[src/rtl/fpmul_ctrl_pkg.sv]
// fpmul_ctrl_pkg
//   Shared definitions for the FP32 multiplier issue/retire controller:
//   field widths of the stage-3 result, default pipeline latency, result
//   buffer depth and tag width, and the default result record layout.
//   No ports (package).

package fpmul_ctrl_pkg;

    localparam int unsigned EXP_W     = 9;
    localparam int unsigned FRAC_W    = 23;
    localparam int unsigned DEF_LAT   = 3;
    localparam int unsigned DEF_DEPTH = 4;
    localparam int unsigned DEF_TAG_W = 5;

    // Result record as buffered between the multiplier and writeback.
    // The controller re-declares it with its own TAG_W; this one is the
    // default element type of the result FIFO.
    typedef struct packed {
        logic                 sign;
        logic [EXP_W-1:0]     exp;
        logic [FRAC_W-1:0]    frac;
        logic [DEF_TAG_W-1:0] tag;
    } res_rec_t;

endpackage

[src/rtl/fpmul_res_fifo.sv]
// fpmul_res_fifo
//   DEPTH-entry synchronous result FIFO. Registered read side: a pushed
//   entry becomes visible at rd_data the cycle after the push edge.
//   Ports:
//     clk, rst      clock, asynchronous active-low reset (pointers/count)
//     push, wr_data write strobe and record
//     pop           read strobe (head advances on the edge)
//     clear         synchronous clear of pointers and count, wins over push/pop
//     rd_data       head record (valid when !empty)
//     full, empty   occupancy flags
//     count         number of stored entries

import fpmul_ctrl_pkg::*;

module fpmul_res_fifo #(
    parameter int unsigned DEPTH = DEF_DEPTH,
    parameter type         rec_t = res_rec_t
) (
    input  logic                         clk,
    input  logic                         rst,
    input  logic                         push,
    input  rec_t                         wr_data,
    input  logic                         pop,
    input  logic                         clear,
    output rec_t                         rd_data,
    output logic                         full,
    output logic                         empty,
    output logic [$clog2(DEPTH+1)-1:0]   count
);

    localparam int unsigned PTR_W = (DEPTH > 1) ? $clog2(DEPTH) : 1;
    localparam int unsigned CNT_W = $clog2(DEPTH + 1);

    rec_t             mem [DEPTH];
    logic [PTR_W-1:0] wr_ptr;
    logic [PTR_W-1:0] rd_ptr;
    logic             do_push;
    logic             do_pop;

    function automatic logic [PTR_W-1:0] ptr_inc(input logic [PTR_W-1:0] p);
        return (p == PTR_W'(DEPTH - 1)) ? '0 : p + PTR_W'(1);
    endfunction

    assign full    = (count == CNT_W'(DEPTH));
    assign empty   = (count == '0);
    assign do_push = push & ~full;
    assign do_pop  = pop & ~empty;
    assign rd_data = mem[rd_ptr];

    always_ff @(posedge clk or negedge rst) begin
        if (!rst) begin
            wr_ptr <= '0;
            rd_ptr <= '0;
            count  <= '0;
        end else if (clear) begin
            wr_ptr <= '0;
            rd_ptr <= '0;
            count  <= '0;
        end else begin
            if (do_push) wr_ptr <= ptr_inc(wr_ptr);
            if (do_pop)  rd_ptr <= ptr_inc(rd_ptr);
            case ({do_push, do_pop})
                2'b10:   count <= count + CNT_W'(1);
                2'b01:   count <= count - CNT_W'(1);
                default: count <= count;
            endcase
        end
    end

    // Storage needs no reset: nothing reads an entry before it is written.
    always_ff @(posedge clk) begin
        if (do_push && !clear) mem[wr_ptr] <= wr_data;
    end

endmodule

[src/rtl/fpmul_issue_ctrl.sv]
// fpmul_issue_ctrl
//   Issue/retire controller for the 3-stage FP32 multiplier. The multiplier
//   cannot stall, so an operation is admitted only while a credit (result
//   buffer slot) is free. In-flight operations are tracked by a valid/tag
//   shift register; stage-3 results are captured into a result FIFO and
//   handed to writeback through a valid/ready handshake.
//   Ports:
//     clk, rst                  clock, asynchronous active-low reset
//     in_valid/in_ready/in_tag  operation request handshake and its tag
//     flush                     kill all in-flight and buffered operations
//     pipe_issue                stage-1 operand capture strobe
//     pipe_sign/exp/mant        stage-3 result fields
//     out_valid/out_ready       result handshake to writeback
//     out_sign/exp/mant/tag     result record (0 while no result is held)
//     busy                      credits outstanding
//   Optional build macro FPMUL_PERF_CNT_EN adds perf_issued / perf_stall.

import fpmul_ctrl_pkg::*;

module fpmul_issue_ctrl #(
    parameter int unsigned LAT   = DEF_LAT,
    parameter int unsigned DEPTH = DEF_DEPTH,
    parameter int unsigned TAG_W = DEF_TAG_W
) (
    input  logic              clk,
    input  logic              rst,
    input  logic              in_valid,
    output logic              in_ready,
    input  logic [TAG_W-1:0]  in_tag,
    input  logic              flush,
    output logic              pipe_issue,
    input  logic              pipe_sign,
    input  logic [EXP_W-1:0]  pipe_exp,
    input  logic [FRAC_W-1:0] pipe_mant,
    output logic              out_valid,
    input  logic              out_ready,
    output logic              out_sign,
    output logic [EXP_W-1:0]  out_exp,
    output logic [FRAC_W-1:0] out_mant,
    output logic [TAG_W-1:0]  out_tag,
    output logic              busy
`ifdef FPMUL_PERF_CNT_EN
   ,output logic [31:0]       perf_issued
   ,output logic [31:0]       perf_stall
`endif
);

    localparam int unsigned CNT_W = $clog2(DEPTH + 1);

    typedef struct packed {
        logic              sign;
        logic [EXP_W-1:0]  exp;
        logic [FRAC_W-1:0] frac;
        logic [TAG_W-1:0]  tag;
    } rec_t;

    logic [CNT_W-1:0] cnt;
    logic [CNT_W-1:0] cnt_nxt;
    logic [LAT-1:0]   vld;
    logic [TAG_W-1:0] tag_sr [LAT];

    logic             issue;
    logic             pop;
    logic             push;
    rec_t             push_rec;
    rec_t             head;
    rec_t             shown;
    logic             fifo_full;
    logic             fifo_empty;
    logic [CNT_W-1:0] fifo_count;

    // ---------------------------------------------------------------
    // Credits: one per operation from issue until its result is popped,
    // so FIFO occupancy plus in-flight operations never exceeds DEPTH.
    // ---------------------------------------------------------------
    assign in_ready   = (cnt < CNT_W'(DEPTH)) & ~flush;
    assign issue      = in_valid & in_ready;
    assign pipe_issue = issue;
    assign busy       = (cnt != '0);

    always_comb begin
        cnt_nxt = cnt;
        if (issue && !pop)
            cnt_nxt = cnt + CNT_W'(1);
        else if (pop && !issue)
            cnt_nxt = cnt - CNT_W'(1);
    end

    always_ff @(posedge clk or negedge rst) begin
        if (!rst)
            cnt <= '0;
        else if (flush)
            cnt <= '0;
        else
            cnt <= cnt_nxt;
    end

    // ---------------------------------------------------------------
    // In-flight tracking: vld[LAT-1] marks the cycle the issued operation
    // is at the stage-3 output. Tags shift unconditionally; only vld needs
    // clearing on flush.
    // ---------------------------------------------------------------
    always_ff @(posedge clk or negedge rst) begin
        if (!rst) begin
            vld <= '0;
        end else if (flush) begin
            vld <= '0;
        end else begin
            vld[0] <= issue;
            for (int unsigned i = 1; i < LAT; i++)
                vld[i] <= vld[i-1];
        end
    end

    always_ff @(posedge clk or negedge rst) begin
        if (!rst) begin
            tag_sr <= '{default: '0};
        end else begin
            if (issue) tag_sr[0] <= in_tag;
            for (int unsigned i = 1; i < LAT; i++)
                tag_sr[i] <= tag_sr[i-1];
        end
    end

    // ---------------------------------------------------------------
    // Result capture and writeback handshake. During flush the FIFO clear
    // overrides any capture, and the output is hidden so nothing pops.
    // ---------------------------------------------------------------
    assign push     = vld[LAT-1];
    assign push_rec = '{sign: pipe_sign, exp: pipe_exp, frac: pipe_mant,
                        tag: tag_sr[LAT-1]};

    fpmul_res_fifo #(
        .DEPTH (DEPTH),
        .rec_t (rec_t)
    ) u_fifo (
        .clk     (clk),
        .rst     (rst),
        .push    (push),
        .wr_data (push_rec),
        .pop     (pop),
        .clear   (flush),
        .rd_data (head),
        .full    (fifo_full),
        .empty   (fifo_empty),
        .count   (fifo_count)
    );

    assign out_valid = ~fifo_empty & ~flush;
    assign pop       = out_valid & out_ready;
    assign shown     = fifo_empty ? '0 : head;
    assign out_sign  = shown.sign;
    assign out_exp   = shown.exp;
    assign out_mant  = shown.frac;
    assign out_tag   = shown.tag;

    // The credit bound makes a capture into a full FIFO impossible.
    a_no_overflow: assert property (@(posedge clk) disable iff (!rst)
        !(push && fifo_full));
    a_occ_le_cnt: assert property (@(posedge clk) disable iff (!rst)
        fifo_count <= cnt);

`ifdef FPMUL_PERF_CNT_EN
    // Counters survive flush; only reset clears them.
    always_ff @(posedge clk or negedge rst) begin
        if (!rst) begin
            perf_issued <= '0;
            perf_stall  <= '0;
        end else begin
            if (issue)
                perf_issued <= perf_issued + 32'd1;
            if (in_valid && !in_ready && !flush)
                perf_stall <= perf_stall + 32'd1;
        end
    end
`else
    // Performance counters not built.
`endif

endmodule

[config.mk]
export PLATFORM = sky130hd
export DESIGN_NAME = fpmul_issue_ctrl
export DESIGN_NICKNAME = d
export VERILOG_FILES = /design/src/rtl/fpmul_ctrl_pkg.sv /design/src/rtl/fpmul_res_fifo.sv /design/src/rtl/fpmul_issue_ctrl.sv
export SDC_FILE = /design/constraint.sdc
export NUM_CORES = 1
export LEC_CHECK = 0
export ABC_AREA = 1
export CORE_ASPECT_RATIO = 1.2
export CORE_MARGIN = 2
export CORE_UTILIZATION = 25
export CTS_CLUSTER_SIZE = 20
export DETAILED_ROUTE_END_ITERATION = 16
export DONT_BUFFER_PORTS = 1
export HOLD_SLACK_MARGIN = 0.02
export PLACE_DENSITY = 0.41
export REMOVE_ABC_BUFFERS = 1
export SYNTH_ARGS = -nofsm -noshare
export SYNTH_HDL_FRONTEND = slang
export SYNTH_SLANG_ARGS = --single-unit
[constraint.sdc]
create_clock -name clk -period 3.2 [get_ports clk]
set_input_delay 0.8 -clock clk [delete_from_list [all_inputs] [get_ports clk]]
set_output_delay 0.8 -clock clk [all_outputs]
set_load 0.01 [all_outputs]
==> run_results.csv, run 1 <==
group,metric,value,unit
worst_setup_path,setup.worst_path.end_class,"output pin",
floorplanning,die_area,29900,um2
cts,clkSinkCount,180,
yosys,yosys-top-cells-area,"sky130_fd_sc_hd__edfxtp_1 64%, sky130_fd_sc_hd__dfrtp_1 9.8%, sky130_fd_sc_hd__nor2_1 8.4%, sky130_fd_sc_hd__o21ai_0 4.1%, sky130_fd_sc_hd__a21oi_1 2.8%",
global_routing,groute.layer.met1.usage,12.6,%
yosys,synth_ff_type,"sky130_fd_sc_hd__edfxtp_1",
global_routing,grt_pass1_vias,4284,
floorplanning,design.portCount,85,
power,worst_ir_drop_vdd,0.326,mV
yosys,area_of_the_mapped_netlist,7120,um2
global_routing,grt_max_degree,79,
outcome,result_of_the_run,"finished clean",
floorplanning,rows,67,
worst_hold_path,hold_path_class,"input port to async pin",
yosys,synth-seq-cells,180,
sta,setup_viol,0,
floorplanning,floorplan.die.height,189,um
yosys,post_synth_xor_area_fraction,0.123,%
worst_setup_path,worstReg2RegEnd,"u_fifo.mem[2][2]$_DFFE_PP_",
power,power_frac_seq,44.2,%
detailed_routing,detail-route-antenna-nets,0,
yosys,synth.yosys.seq_area_share,73.9,%
worst_setup_path,path_max_fanout,23,
power,leakagePower,0.00294,uW
yosys,number_of_warnings_reported_in_the_yosys_synthesis_log,0,
yosys,number_of_enable_type_register_cells_in_the_synthesized_netlist,152,
power,switching_share,33.3,%
finish,n_antenna_cell,0,
worst_setup_path,rrSetupSlack,1.10,ns
yosys,syn_avg_cell_area,12.2,um2
cts,post_cts_sizing_count,0,
yosys,postSynthCellCount,583,
cts,tritoncts,"yes",
worst_setup_path,r2r_start,"u_fifo.count[0]$_DFFE_PN0P_",
power,cell_internal_power,4200,uW
cts,max-clock-path-buffers,2,
power,portion_of_total_power_attributed_to_the_clock_network,33.2,%
sta,max-slew-margin-rel,39.8,%
cts,clk-insertion-delay-late,0.43,ns
floorplanning,overall_die_width,158,um
power,comb_power_share,22.7,%
yosys,synth.mux.area_fraction,0,%
yosys,post_synth_adder_cell_area,1.44,%
worst_setup_path,worstPathArrival,2.16,ns
floorplanning,floorplan.initialDensity,25.4,%
global_routing,grt_util_all_layers,11.4,%
global_routing,grt_first_pass_wirelength,25000,um
placement,detailed_place.area,7720,um2
detailed_routing,route.detailed.drc,0,
detailed_routing,routed-via-count,4223,
yosys,synth_simple_gate_area_share,12.4,%
yosys,synth.top_cell.area_share,64.1,%
yosys,synth-async-reset-ratio,15.6,%
power,design_power_total,6290,uW
finish,final_layout_size_suffix_gt1_share,12.6,%
finish,layout-area-overhead-vs-synth,17.4,%
yosys,synth_top_family_by_area,"simple AND/OR/NAND/NOR gates",
sta,final_period_minus_worst_setup_slack,2.96,ns
sta,tightestPinTransition,0.902,ns
cts,post_cts.repair.setup_buffers,0,
sta,skew,0.0114,ns
finish,final_net_count,648,
sta,max_clock_freq,0.338,GHz
floorplanning,core_area,28000,um2
detailed_routing,initialDrtViolationCount,191,
power,power.density,752,nW/um2
cts,clock_tree.htree_level_count,4,
global_routing,antenna_found_initial,0,
sta,final-hold-violation-count,0,
yosys,yosysTopAreaCell,"sky130_fd_sc_hd__edfxtp_1",
global_routing,top_usage_layer,"met2",
placement,post-dp-hpwl,9530,um
placement,gp_weighted_congestion,0.714,
finish,n_fill_cell,2847,
placement,post-place-cells,954,
finish,layout.cell_area.non_filler,8360,um2
detailed_routing,drt-vias-per-instance,4.27,
detailed_routing,drt_pre_antenna_iters,5,
worst_setup_path,critPathKind,"flip-flop to output pin",
worst_setup_path,worst_ep_required_time,2.40,ns
cts,cts.clk_slew.worst_paths,0.08,ns
finish,instances_no_fill,990,
detailed_routing,wl,16600,um
yosys,post-synth-top-count-cell,"sky130_fd_sc_hd__nor2_1",
cts,cts_root_buf,"sky130_fd_sc_hd__clkbuf_16",
global_routing,met3_usage,4.42,%
worst_setup_path,cp-endpoint,"out_mant[3]",
yosys,synthDistinctLibCells,26,
sta,final-max-slew-violation-count,0,
worst_setup_path,reg2reg_depth,7,
yosys,synth-compound-area-share,8.68,%
yosys,synth.cells.most_frequent,"160 x sky130_fd_sc_hd__nor2_1, 152 x sky130_fd_sc_hd__edfxtp_1, 58 x sky130_fd_sc_hd__o21ai_0",
placement,count_of_buffers_inserted_at_the_top_level_ports,0,
cts,cts_inserted_buffers,17,
sta,rsz0062_at_grt,"false",
worst_setup_path,kind_of_start_point_of_the_critical_path,"flip-flop",
power,power_switching,2090,uW
run,timing.max_cap.violations,0,
global_routing,gr-total-overflow,0,
worst_setup_path,critPathLaunch,"u_fifo.count[0]$_DFFE_PN0P_",
global_routing,globalRouteMet2Util,19.9,%
sta,layout_worst_path_cycle_share,92.5,%
finish,finalCoreUtilization,29.9,%
detailed_routing,routedWlPerCell,16.8,um
==> worst max-delay path, stage by stage (launching register included) <==
cell and delay (ns):
sky130_fd_sc_hd__dfrtp_1 0.44, sky130_fd_sc_hd__nor2_2 0.19, sky130_fd_sc_hd__nand2_1 0.14, sky130_fd_sc_hd__inv_2 0.43, sky130_fd_sc_hd__buf_4 0.27, sky130_fd_sc_hd__a21oi_1 0.08
sky130_fd_sc_hd__buf_4 0.16
==> worst min-delay path by stage <==
| stage | end | cells after the start | start |
|---|---|---|---|
| global route | vld[0]$_DFF_PN0_ | 0 | rst |
| CTS | u_fifo.count[1]$_DFFE_PN0P_ | 0 | rst |
| finish | vld[0]$_DFF_PN0_ | 0 | rst |
| detailed placement | push_rec[3]$_DFF_PN0_ | 0 | tag_sr[8]$_DFF_PN0_ |
| floorplan | push_rec[0]$_DFF_PN0_ | 0 | tag_sr[5]$_DFF_PN0_ |
| global placement | push_rec[3]$_DFF_PN0_ | 0 | tag_sr[8]$_DFF_PN0_ |
==> cell families after synthesis <==
| family | count (synthesis) |
|---|---|
| and+or+nand+nor | 219 |
| xor gates and xnor gates | 1 |
| AOI/OAI and AO/OA | 122 |
| adders and majority gates | 7 |
| DFF | 180 |
| buffers and inverters | 54 |
==> through the flow <==
step | setup WS, ns | hold slack [ns] | setup TNS (ns)
finish | 0.239 | 0.0533 | 0
detailed placement | 0.653 | 0.335 | 0
global route | 0.0936 | 0.0204 | 0
CTS | 0.162 | 0.0202 | 0
global placement | 0.716 | 0.335 | 0
floorplan | -0.238 | 0.331 | -9.01
==> per-layer routing <==
metal / wire, um / vias to the layer above
met5: 0 / -
met4: 205 / 0
met3: 1210 / 13
met2: 8440 / 95
met1: 6750 / 2065
li1: - / 2050
==> registers in the layout, summed over array words and instances, names as in the netlist <==
register and flops:
cnt 3, push_rec 5, tag_sr 10, u_fifo.count 3
u_fifo.mem 152, u_fifo.rd_ptr 2, u_fifo.wr_ptr 2, vld 3
==> placed cells by master (no fill, tap or decap) <==
cell,count
sky130_fd_sc_hd__a21oi_1,40
sky130_fd_sc_hd__inv_6,5
sky130_fd_sc_hd__o21ai_0,58
sky130_fd_sc_hd__nand3_2,1
sky130_fd_sc_hd__nand4_1,1
sky130_fd_sc_hd__dfrtp_4,1
sky130_fd_sc_hd__nand3_1,6
sky130_fd_sc_hd__dfrtp_1,26
sky130_fd_sc_hd__clkbuf_16,17
sky130_fd_sc_hd__nor2_4,4
sky130_fd_sc_hd__nand2_4,3
sky130_fd_sc_hd__o22ai_1,1
sky130_fd_sc_hd__nand3_4,1
sky130_fd_sc_hd__inv_1,16
sky130_fd_sc_hd__o21bai_1,1
sky130_fd_sc_hd__inv_2,8
sky130_fd_sc_hd__nor2_2,3
sky130_fd_sc_hd__buf_12,6
sky130_fd_sc_hd__ha_1,5
sky130_fd_sc_hd__clkinv_4,1
sky130_fd_sc_hd__edfxtp_1,152
sky130_fd_sc_hd__o21ai_1,21
sky130_fd_sc_hd__buf_4,15
sky130_fd_sc_hd__fa_1,2
sky130_fd_sc_hd__dfrtp_2,1
sky130_fd_sc_hd__nor2_1,156
sky130_fd_sc_hd__inv_8,5
sky130_fd_sc_hd__dlygate4sd3_1,4
sky130_fd_sc_hd__xnor2_1,1
sky130_fd_sc_hd__clkinv_8,5
sky130_fd_sc_hd__nand2_1,44
sky130_fd_sc_hd__a21oi_2,1
==> power groups by stage <==
stage / Sequential, uW / Combinational, uW / Clock, uW
after global routing: 2790 / 1610 / 2270
after detailed placement: 2830 / 1460 / 0
after global placement: 2820 / 1430 / 0
after floorplan: 2900 / 818 / 0
final: 2780 / 1430 / 2090
after CTS: 2780 / 1470 / 2170
==> area by class of cell <==
type                       instances  area (um2)  share of cell area [%]
clock buffer                      17         425                    5.09
clock inverter                    15         181                    2.17
inverter                          25        98.8                    1.18
multi-input combinational        349        1640                    19.6
sequential                       180        5270                    63.0
tap                              379         474                    5.67
timing repair buffer              25         273                    3.26
==> repair_timing <==
item                                   CTS  global route
hold buffers                             2             2
setup endpoints to repair                0             0
endpoints found under the hold margin    3            13
Power figures use the tool's default switching activity.
==> run 2, diff against run 1 <==
--- a/config.mk
+++ b/config.mk
@@ -6,6 +6,7 @@
 export NUM_CORES = 1
 export LEC_CHECK = 0
 export ABC_AREA = 1
+export CAP_MARGIN = 15
 export CORE_ASPECT_RATIO = 1.2
 export CORE_MARGIN = 2
 export CORE_UTILIZATION = 25
==> results of run 2 <==
No change in the layout: final DEF, timing and power equal those of run 1.
==> run 3, diff against run 2 <==
--- a/config.mk
+++ b/config.mk
@@ -13,7 +13,7 @@
 export CTS_CLUSTER_SIZE = 20
 export DETAILED_ROUTE_END_ITERATION = 16
 export DONT_BUFFER_PORTS = 1
-export HOLD_SLACK_MARGIN = 0.02
+export HOLD_SLACK_MARGIN = 0.03
 export PLACE_DENSITY = 0.41
 export REMOVE_ABC_BUFFERS = 1
 export SYNTH_ARGS = -nofsm -noshare
==> run 3 against run 2 <==
Net effect:
- power about the same
- clock-buffer cell count stayed put
- clock power is essentially flat
- register-to-register slack about the same
- largest cell class unchanged
- highest routed layer unchanged
==> run_results.csv, run 3 (same netlist as run 1, synthesis figures left out) <==
group,metric,value,unit
outcome,result_of_the_run,"finished clean",
global_routing,grt_max_degree,79,
sta,skew,0.0119,ns
finish,layout_common_cells,"156 x sky130_fd_sc_hd__nor2_1, 152 x sky130_fd_sc_hd__edfxtp_1, 58 x sky130_fd_sc_hd__o21ai_0",
sta,max_clock_freq,0.338,GHz
worst_setup_path,worst_ep_required_time,2.40,ns
sta,layout_worst_path_cycle_share,92.5,%
finish,layout-area-overhead-vs-synth,17.4,%
finish,final_net_count,647,
sta,tightestPinTransition,0.907,ns
cts,clkSinkCount,180,
floorplanning,floorplan.die.height,189,um
power,worst_ir_drop_vdd,0.325,mV
run,timing.max_cap.violations,0,
detailed_routing,drt_pre_antenna_iters,5,
finish,regMostFlops,"u_fifo.mem",
sta,final-max-slew-violation-count,0,
worst_setup_path,critPathKind,"flip-flop to output pin",
floorplanning,design.portCount,85,
detailed_routing,initialDrtViolationCount,187,
detailed_routing,wl,16600,um
detailed_routing,routedWlPerCell,16.8,um
sta,rsz0062_at_grt,"false",
sta,max-slew-margin-rel,39.5,%
placement,dpl_worst_slack,0.653,ns
power,leakagePower,0.00295,uW
cts,max-clock-path-buffers,2,
detailed_routing,routed-via-count,4188,
worst_setup_path,r2r_start,"u_fifo.count[0]$_DFFE_PN0P_",
cts,clock_tree.htree_level_count,4,
global_routing,grt_util_all_layers,11.5,%
floorplanning,die_area,29900,um2
sta,final_period_minus_worst_setup_slack,2.96,ns
cts,post_cts_sizing_count,0,
worst_setup_path,kind_of_start_point_of_the_critical_path,"flip-flop",
sta,setup-tns-final,0,ns
worst_setup_path,rrSetupSlack,1.10,ns
cts,cts_root_buf,"sky130_fd_sc_hd__clkbuf_16",
finish,finalCoreUtilization,29.9,%
cts,clk-insertion-delay-late,0.43,ns
cts,tritoncts,"yes",
floorplanning,floorplan.initialDensity,25.4,%
finish,layout.cell_area.non_filler,8360,um2
cts,cts_inserted_buffers,17,
floorplanning,overall_die_width,158,um
placement,count_of_buffers_inserted_at_the_top_level_ports,0,
worst_setup_path,reg2reg_depth,7,
placement,detailed_place.area,7720,um2
sta,setup_slack,0.240,ns
detailed_routing,route.detailed.drc,0,
worst_setup_path,worstReg2RegEnd,"u_fifo.mem[2][6]$_DFFE_PP_",
detailed_routing,drt-vias-per-instance,4.23,
worst_hold_path,hold_path_class,"input port to async pin",
cts,cts.clk_slew.worst_paths,0.08,ns
worst_setup_path,path_max_fanout,23,
global_routing,grt_pass1_vias,4297,
finish,mostFrequentLayoutCell,"sky130_fd_sc_hd__nor2_1",
global_routing,gr-total-overflow,0,
sta,setup_viol,0,
worst_setup_path,worstPathArrival,2.16,ns
placement,post-dp-hpwl,9530,um
finish,final_layout_size_suffix_gt1_share,12.8,%
placement,gp_weighted_congestion,0.714,
finish,number_of_flip_flops_under_the_largest_register_name,152,
detailed_routing,detail-route-antenna-nets,0,
global_routing,grt_first_pass_wirelength,25200,um
global_routing,antenna_found_initial,0,
floorplanning,rows,67,
sta,final-hold-violation-count,0,
finish,n_antenna_cell,0,
worst_setup_path,setup.worst_path.end_class,"output pin",
cts,post_cts.repair.setup_buffers,0,
floorplanning,core_area,28000,um2
power,power.density,753,nW/um2
run 3: cell type report:
type | count | area (um2)
Tap cell | 379 | 474
Multi-Input combinational cell | 349 | 1640
Fill cell | 2847 | 19600
Inverter | 25 | 98.8
Clock buffer | 17 | 425
Timing Repair Buffer | 24 | 273
Sequential cell | 180 | 5270
Clock inverter | 15 | 181
run 3: through the flow:
stage | total power, uW | hold WS, ns | instances
after floorplan | 3720 | 0.331 | 554
after global placement | 4250 | 0.335 | 954
after detailed placement | 4290 | 0.335 | 954
after CTS | 6420 | 0.151 | 989
after global routing | 6680 | 0.144 | 989
final | 6300 | 0.175 | 989
run 3: worst max-delay path by stage:
stage	from	to	slack, ns	cells past startpoint
floorplan	u_fifo.rd_ptr[0]$_DFFE_PN0P_	out_exp[0]	-0.24	3
global placement	u_fifo.count[0]$_DFFE_PN0P_	out_mant[3]	0.72	6
detailed placement	u_fifo.count[0]$_DFFE_PN0P_	out_mant[3]	0.65	6
CTS	u_fifo.count[0]$_DFFE_PN0P_	out_mant[3]	0.16	6
global route	u_fifo.count[0]$_DFFE_PN0P_	out_mant[3]	0.09	6
finish	u_fifo.count[0]$_DFFE_PN0P_	out_mant[3]	0.24	6
run 3: per-layer routing:
layer | global-route usage (%) | vias to the layer above | wire [um]
met1 | 12.7 | 2051 | 6920
met3 | 4.37 | 13 | 1090
met4 | 3.74 | 0 | 205
met5 | 0 | - | 0
met2 | 20.1 | 80 | 8390
li1 | - | 2044 | -
run 3: timing repair:
item / 4_1_cts / 5_1_grt
hold endpoints to repair: 26 / 0
hold buffers: 3 / 0
endpoints found under the setup margin: 0 / 0
run 3: power breakdown:
group          total [uW]  internal, uW  switching [uW]  leakage (uW)
Combinational        1430           437             993      0.000923
Sequential           2780          2700            79.2       0.00173
Clock                2090          1060            1020      0.000296
Total                6300          4200            2100       0.00295
run 3: worst max-delay path, cell delays in order, from the launching register on:
cell and delay [ns]:
sky130_fd_sc_hd__dfrtp_1 0.44, sky130_fd_sc_hd__nor2_2 0.19, sky130_fd_sc_hd__nand2_1 0.14, sky130_fd_sc_hd__inv_2 0.44, sky130_fd_sc_hd__buf_4 0.27, sky130_fd_sc_hd__a21oi_1 0.08
sky130_fd_sc_hd__buf_4 0.16
